[config.mk]
export PLATFORM = sky130hd
export DESIGN_NAME = compute_core_sequencer
export DESIGN_NICKNAME = d
export VERILOG_FILES = /design/src/rtl/compute_core_sequencer.sv
export SDC_FILE = /design/constraint.sdc
export NUM_CORES = 1
export LEC_CHECK = 0
export ABC_AREA = 1
export BUFFER_PORTS_ARGS = -buffer_cell sky130_fd_sc_hd__buf_4
export CORE_MARGIN = 2
export CORE_UTILIZATION = 58
export CTS_BUF_LIST = sky130_fd_sc_hd__clkbuf_16
export DETAILED_ROUTE_END_ITERATION = 6
export PLACE_DENSITY = 0.75
export RECOVER_POWER = 25
export SYNTH_ARGS = -nofsm -noshare
export SYNTH_HDL_FRONTEND = slang
export SYNTH_SLANG_ARGS = --single-unit
export TNS_END_PERCENT = 1
[constraint.sdc]
create_clock -name clk -period 9.7 [get_ports clk]
set_input_delay 1.94 -clock clk [delete_from_list [all_inputs] [get_ports clk]]
set_output_delay 1.94 -clock clk [all_outputs]
set_load 0.01 [all_outputs]
[src/rtl/compute_core_sequencer.sv]
// Instruction issuer for the OpenNTT compute core: buffers instruction words in a FIFO and
// walks each one through the core's load / enable / wait / release handshake.
module compute_core_sequencer #(
    parameter int LOG_COMMAND = 8,
    parameter int FIFO_DEPTH  = 16,
    parameter int TIMEOUT     = 1048576
) (
    input  logic                          clk,
    input  logic                          rst,
    input  logic                          ins_valid,
    input  logic [31:0]                   ins_word,
    output logic                          ins_ready,
    input  logic [63:0]                   q_cfg,
    input  logic [63:0]                   mont_cfg,
    input  logic                          run,
    input  logic                          flush,
    output logic [LOG_COMMAND-1:0]        command_in,
    output logic                          command_we,
    output logic [31:0]                   dina2_ext,
    output logic [63:0]                   dina_ext,
    output logic [63:0]                   dina3_ext,
    input  logic                          done_ins_computation,
    output logic                          busy,
    output logic                          ins_done,
    output logic [15:0]                   done_count,
    output logic                          timeout_err,
    output logic [$clog2(FIFO_DEPTH):0]   fifo_level
);

    localparam int AW = $clog2(FIFO_DEPTH);
    localparam logic [LOG_COMMAND-1:0] CMD_ENABLE = {1'b1, {(LOG_COMMAND-1){1'b0}}};
    localparam logic [LOG_COMMAND-1:0] CMD_HOLD   = {LOG_COMMAND{1'b0}};

    typedef enum logic [2:0] {
        S_IDLE    = 3'd0,
        S_LOAD    = 3'd1,
        S_START   = 3'd2,
        S_WAIT    = 3'd3,
        S_RELEASE = 3'd4
    } state_t;

    state_t                   state;
    state_t                   state_next;
    logic [AW:0]              wr_ptr;
    logic [AW:0]              rd_ptr;
    logic [31:0]              mem [FIFO_DEPTH];
    logic                     fifo_empty;
    logic                     fifo_full;
    logic                     push;
    logic                     pop;
    logic [31:0]              wait_cnt;
    logic                     wait_clr;
    logic                     cmd_we_next;
    logic [LOG_COMMAND-1:0]   cmd_next;
    logic                     ins_done_next;
    logic                     timeout_hit;

    assign fifo_level = wr_ptr - rd_ptr;
    assign fifo_empty = (wr_ptr == rd_ptr);
    assign fifo_full  = (fifo_level == (AW + 1)'(FIFO_DEPTH));
    assign ins_ready  = !rst && !fifo_full;
    assign push       = ins_valid && ins_ready && !flush;
    assign busy       = (state != S_IDLE);

    // FIFO pointers; flush wins over any push or pop in the same cycle.
    always_ff @(posedge clk or posedge rst) begin
        if (rst) begin
            wr_ptr <= '0;
            rd_ptr <= '0;
        end else if (flush) begin
            wr_ptr <= '0;
            rd_ptr <= '0;
        end else begin
            if (push) begin
                wr_ptr <= wr_ptr + (AW + 1)'(1);
            end
            if (pop) begin
                rd_ptr <= rd_ptr + (AW + 1)'(1);
            end
        end
    end

    // FIFO storage.
    always_ff @(posedge clk) begin
        if (push) begin
            mem[wr_ptr[AW-1:0]] <= ins_word;
        end
    end

    // Next-state and next-output decode.
    always_comb begin
        state_next    = state;
        pop           = 1'b0;
        wait_clr      = 1'b0;
        cmd_we_next   = 1'b0;
        cmd_next      = CMD_HOLD;
        ins_done_next = 1'b0;
        timeout_hit   = 1'b0;
        case (state)
            S_IDLE: begin
                if (run && !fifo_empty) begin
                    pop         = 1'b1;
                    cmd_we_next = 1'b1;
                    state_next  = S_LOAD;
                end else begin
                    state_next  = S_IDLE;
                end
            end
            S_LOAD: begin
                cmd_we_next = 1'b1;
                cmd_next    = CMD_ENABLE;
                state_next  = S_START;
            end
            S_START: begin
                wait_clr   = 1'b1;
                state_next = S_WAIT;
            end
            S_WAIT: begin
                // done may still be high from the previous instruction for two cycles
                if (wait_cnt >= 32'd2 && done_ins_computation) begin
                    ins_done_next = 1'b1;
                    cmd_we_next   = 1'b1;
                    wait_clr      = 1'b1;
                    state_next    = S_RELEASE;
                end else if (TIMEOUT != 0 && wait_cnt == 32'(TIMEOUT - 1)) begin
                    timeout_hit   = 1'b1;
                    cmd_we_next   = 1'b1;
                    wait_clr      = 1'b1;
                    state_next    = S_RELEASE;
                end else begin
                    state_next    = S_WAIT;
                end
            end
            S_RELEASE: begin
                if (wait_cnt[0]) begin
                    state_next  = S_IDLE;
                end else begin
                    cmd_we_next = 1'b1;
                    state_next  = S_RELEASE;
                end
            end
            default: begin
                state_next = S_IDLE;
            end
        endcase
    end

    // State register and the WAIT/RELEASE cycle counter (saturating).
    always_ff @(posedge clk or posedge rst) begin
        if (rst) begin
            state    <= S_IDLE;
            wait_cnt <= 32'd0;
        end else begin
            state <= state_next;
            if (wait_clr) begin
                wait_cnt <= 32'd0;
            end else if (wait_cnt != 32'hFFFF_FFFF) begin
                wait_cnt <= wait_cnt + 32'd1;
            end
        end
    end

    // Registered core interface and status outputs.
    always_ff @(posedge clk or posedge rst) begin
        if (rst) begin
            command_we  <= 1'b0;
            command_in  <= CMD_HOLD;
            dina2_ext   <= 32'd0;
            dina_ext    <= 64'd0;
            dina3_ext   <= 64'd0;
            ins_done    <= 1'b0;
            done_count  <= 16'd0;
            timeout_err <= 1'b0;
        end else begin
            command_we <= cmd_we_next;
            command_in <= cmd_next;
            ins_done   <= ins_done_next;
            if (pop) begin
                dina2_ext <= mem[rd_ptr[AW-1:0]];
                dina_ext  <= q_cfg;
                dina3_ext <= mont_cfg;
            end
            if (ins_done_next) begin
                done_count <= done_count + 16'd1;
            end
            if (timeout_hit) begin
                timeout_err <= 1'b1;
            end
        end
    end

endmodule

== Word level (Yosys, flattened, before mapping) ==
Memories as Yosys holds them, arrays and structs flattened. A register that Yosys moved wholly into a read port is not among the register bits.
Cells that the tools add are included.
Word-level totals
  register bits: 200
  RAM bits: 512
  input bits: 166
  word-level logic and storage cells: 65
  memories kept: 1
Memory list
  mem: depth 16, width 32, read ports 1, clocked after memory_dff 1, wr ports 1, RTL line 46  | logic [31:0] mem [FIFO_DEPTH];
Cells by class
  $add $sub $neg: 5
  magnitude comparators: 1
  equal/unequal tests: 8
  muxes and demuxes: 25
  reduce and logical (&&, ||, !) cells: 14
Operator list (count)
  $mux 32: 2
  $add 32x1->32 const B: 1
  $eq 32x20->1 const B: 1
  $ge 32x2->1 const B: 1
  $ne 32x32->1 const B: 1
  $mux 5: 4
  $add 16x1->16 const B: 1
  $pmux 3 s5: 1
  $mux 1: 12
  $add 5x1->5 const B: 2
  $mux 3: 3
  $mux 8: 1
  $eq 3x2->1 const B: 2
  $reduce_bool 2->1: 3
  $eq 5x5->1: 1
  $eq 5x5->1 const B: 1
  $logic_and 1x1->1: 5
  $sub 5x5->5: 1
  $logic_not 1->1: 4
  $pmux 1 s4: 1
  $eq 3x1->1 const B: 1
  $eq 3x3->1 const B: 1
  $logic_not 3->1: 1
  $reduce_bool 3->1: 1
  $pmux 1 s2: 1

== Depth between registers and ports, before layout ==
  word-level depth: 8
  gate-level depth with buffers: 14

== Worst setup path after synthesis ==
OpenSTA, ideal clock, no wires.
  path type: input-to-reg
  start: input rst
  end: memory mem[1][0], enable pin
  data arrival time: 10.027 ns
  required time: 9.239 ns
  path slack: -0.788 ns
  stages on the path: 4
  path buffers: 1
  cell sequence: inv_1 > nand3_2 > buf_2 > nor3_1
On the way
  longest elaborated chain between the ends: 6
RTL lines
  start, declared: RTL line 9  | input logic rst,
  $logic_not 1->1 (no line)
  $logic_and 1x1->1: RTL line 61  | assign ins_ready = !rst && !fifo_full;
  $logic_and 1x1->1 (2 in series): RTL line 62  | assign push = ins_valid && ins_ready && !flush;
  $mux 1: RTL line 85  | if (push) begin
  $mux 1 (implied by the code): RTL line 86  | mem[wr_ptr[AW-1:0]] <= ins_word;
  end, declared: RTL line 46
No other way between the ends.

== Final worst setup path ==
  start: register rd_ptr[1]
  end: output ins_ready
On the way
  longest elaborated chain between the ends: 4
RTL lines
  start, declared: RTL line 45  | logic [AW:0] rd_ptr;
  start signal, assigned: RTL line 78  | rd_ptr <= rd_ptr + (AW + 1)'(1);
  $sub 5x5->5: RTL line 58  | assign fifo_level = wr_ptr - rd_ptr;
  $eq 5x5->1: RTL line 60  | assign fifo_full = (fifo_level == (AW + 1)'(FIFO_DEPTH));
  $logic_not 1->1: RTL line 61
  $logic_and 1x1->1: RTL line 61
  end, declared: RTL line 12  | output logic ins_ready,
No other way between the ends.

==> summary.txt <==
skew final - 0.01375 ns
worst vdd ir - 156.6 uV
gpl congestion - 0.9487
Final min period - 5.587 ns
Syn Area/Cell - 10.85 um^2
final slew viol count - 0
Synth Cell Area - 30420 um^2
antenna violations before repair - 4
Slew headroom - 23.47%
drt drc - 0
# IOs - 360
startpoint types - flop
CP cell instances - inv_1, ha_1, nand3b_1, nand2_1, nand2_1, nand2_1, a31oi_1, buf_4
CP top delay family - buffers and inverters
Initial DRC Count - 1911
critical-path maximum fanout - 66
Root Driver - clkbuf_16
WP data required - 7.76 ns
clock buffer count from CTS - 74
total number of H-tree levels - 3
Finished Layout Cells - 3859
number of synthesized flops with an enable pin - 512
setup repair bufs after CTS - 0
status - finished, final reports clean
Yosys cell types - 39
clk_lat worst skew - 0.60 ns
Core ar. - 51610 um^2
final period utilization - 57.60%
unrepaired setup endpoints after global routing - false
Placed Instances - 3721
routed len/inst - 20.27 um
vias - 21790
Clock Path Buffers - 3
# rows - 83
Hold-fix buffers, CTS - 0
pwr dens - 245.1 nW/um^2
Die H - 233.0 um
post-DR vias/cell - 5.648
post-synthesis sequential area ratio - 69.06%
# clock sinks - 737
Yosys warnings - 0
Fin Setup TNS - 0 ns
Total Nets Final - 3296
Pre-antenna DRT Iters - 6
post-synthesis cell count - 2804
routed wire length - 78230 um
critical path type - reg2out
first-pass GRT wire length - 118700 um
worst hold path type - reg2reg
fillers - 3732
Finish-stage setup viols - 0
most frequent CP cell - nand2_1
clock-pin slew on the worst setup and hold paths - 0.06 ns
P_leak - 14.39 nW
worst-margin pin slew - 1.146 ns
critical path buffer and inverter count - 2
antenna-violating nets left - 0
# resized after CTS - 0
Max Cap Violations - 0
vias in the first global route - 21400
Synth Register Bits - 737
GRT Residual Overflow - 0
CTS tree - yes
Tot GR Track Use - 28.76%
Fin. Hold Viols - 0
DIE AREA - 54290 um^2
most used flip-flop cell after synthesis - edfxtp_1
Initial Util - 58.93%
layout cells sized above 1 - 15.78%
Setup WS pre-CTS - 4.301 ns
port buffer count - 352
final hold slack - 0.4688 ns
WP data arrival - 3.65 ns
Max stage delay on crit path - 0.89 ns
slowest cell on the critical path - dfrtp_4
largest net degree at the start of global routing - 138
die width - 233.0 um
FFs w/ async S/R, synth - 30.53%
synth-to-layout area growth - 17.10%
Critical Path Sink Type - output port
Detailed Place HPWL - 47980 um
setup slack after layout - 4.113 ns
fmax - 0.1790 GHz
state kept, by name, indices dropped and copies added, names as in the netlist:
| signal | count |
|---|---|
| command_in | 1 |
| command_we | 1 |
| dina2_ext | 32 |
| dina3_ext | 64 |
| dina_ext | 64 |
| done_count | 16 |
| ins_done | 1 |
| mem | 512 |
| rd_ptr | 5 |
| state | 3 |
| timeout_err | 1 |
| wait_cnt | 32 |
| wr_ptr | 5 |
metrics by stage:
stage	util, %	power [mW]	area, um^2
global placement	64.77	6.022	33430
finish	69.01	8.732	35620
floorplan	-	5.140	30440
global route	69.01	9.159	35620
CTS	69.21	8.778	35720
detailed placement	64.77	6.091	33430
power breakdown:
part / switching, mW / leakage [nW] / internal, mW / total (mW)
Sequential: 0.309 / 7.44 / 3.75 / 4.05
Clock: 1.16 / 1.21 / 1.54 / 2.70
Combinational: 1.18 / 5.74 / 0.798 / 1.98
cells by family after synthesis:
family / after synthesis / synth area share [%]
AOI/OAI and AO/OA: 478 / 8.552
xor gates and xnor gates: 31 / 0.8926
adders and majority gates: 13 / 0.5594
buffers and inverters: 265 / 4.216
DFF: 737 / 69.06
other: 1 / 0.01233
and+or+nand+nor: 1279 / 16.71
final timing paths:
path	from	endpoint	slack, ns	cells past startpoint
max in group asynchronous	rst	dina3_ext[22]$_DFFE_PP0P_	5.11	5
worst min register to register	timeout_err$_DFFE_PP0P_	timeout_err$_DFFE_PP0P_	0.47	1
worst max-delay path	rd_ptr[1]$_DFFE_PP0P_	ins_ready	4.11	8
min in group asynchronous	rst	wr_ptr[2]$_DFFE_PP0P_	1.63	2
worst min-delay path	timeout_err$_DFFE_PP0P_	timeout_err$_DFFE_PP0P_	0.47	1
worst max register to register	rd_ptr[1]$_DFFE_PP0P_	dina2_ext[1]$_DFFE_PP0P_	4.89	9
worst reg2reg max path, delay by kind of cell, from the launching register on:
family,cells,cell delay [ns]
buffers and inverters,3,2.39
adder cells (fa/ha/maj),1,0.57
flip-flops,1,0.89
AND/OR/NAND/NOR,4,0.79
AO/OA/AOI/OAI,1,0.07
routing by layer:
| layer | routed length, um | vias up | GRT usage [%] |
|---|---|---|---|
| met1 | 29700 | 10630 | 34.90 |
| met5 | 15 | - | 0 |
| li1 | - | 10130 | - |
| met3 | 5528 | 168 | 5.135 |
| met2 | 39700 | 866 | 50.09 |
| met4 | 3289 | 2 | 13.30 |
placed cells by master (no fill, tap or decap), types with 68 or more instances in the layout:
cell type	instances
nand3_1	68
o21ai_1	101
dfrtp_1	222
clkbuf_16	77
inv_1	126
nor2_1	495
a21oi_1	77
buf_4	353
o21ai_0	200
nand2_1	650
edfxtp_1	512
cell type report:
type,count,area (um^2),area share (%)
Sequential cell,737,21010,59.00
Multi-Input combinational cell,1808,8252,23.17
Timing Repair Buffer,383,2763,7.756
Clock buffer,77,1927,5.410
Tap cell,680,850.8,2.389
Inverter,113,437.9,1.229
Clock inverter,57,365.4,1.026
Antenna cell,4,10.01,0.02810
Yosys cell counts, drive strengths merged (2+ instances only):
cell	n	area share, %
a21oi	77	1.3
and2	2	0.045
buf	109	2.3
clkbuf	43	0.53
dfrtp	225	19
edfxtp	512	51
ha	12	0.49
inv	113	1.4
nand2	654	8.1
nand3	74	1.4
nand3b	3	0.074
nand4	15	0.31
nor2	505	6.4
nor3	24	0.41
o211ai	64	1.6
o21ai	301	5.0
o22ai	32	0.66
o31ai	3	0.074
or2	2	0.041
xnor2	9	0.26
xor2	22	0.63
(Power assumes the default switching activity.)
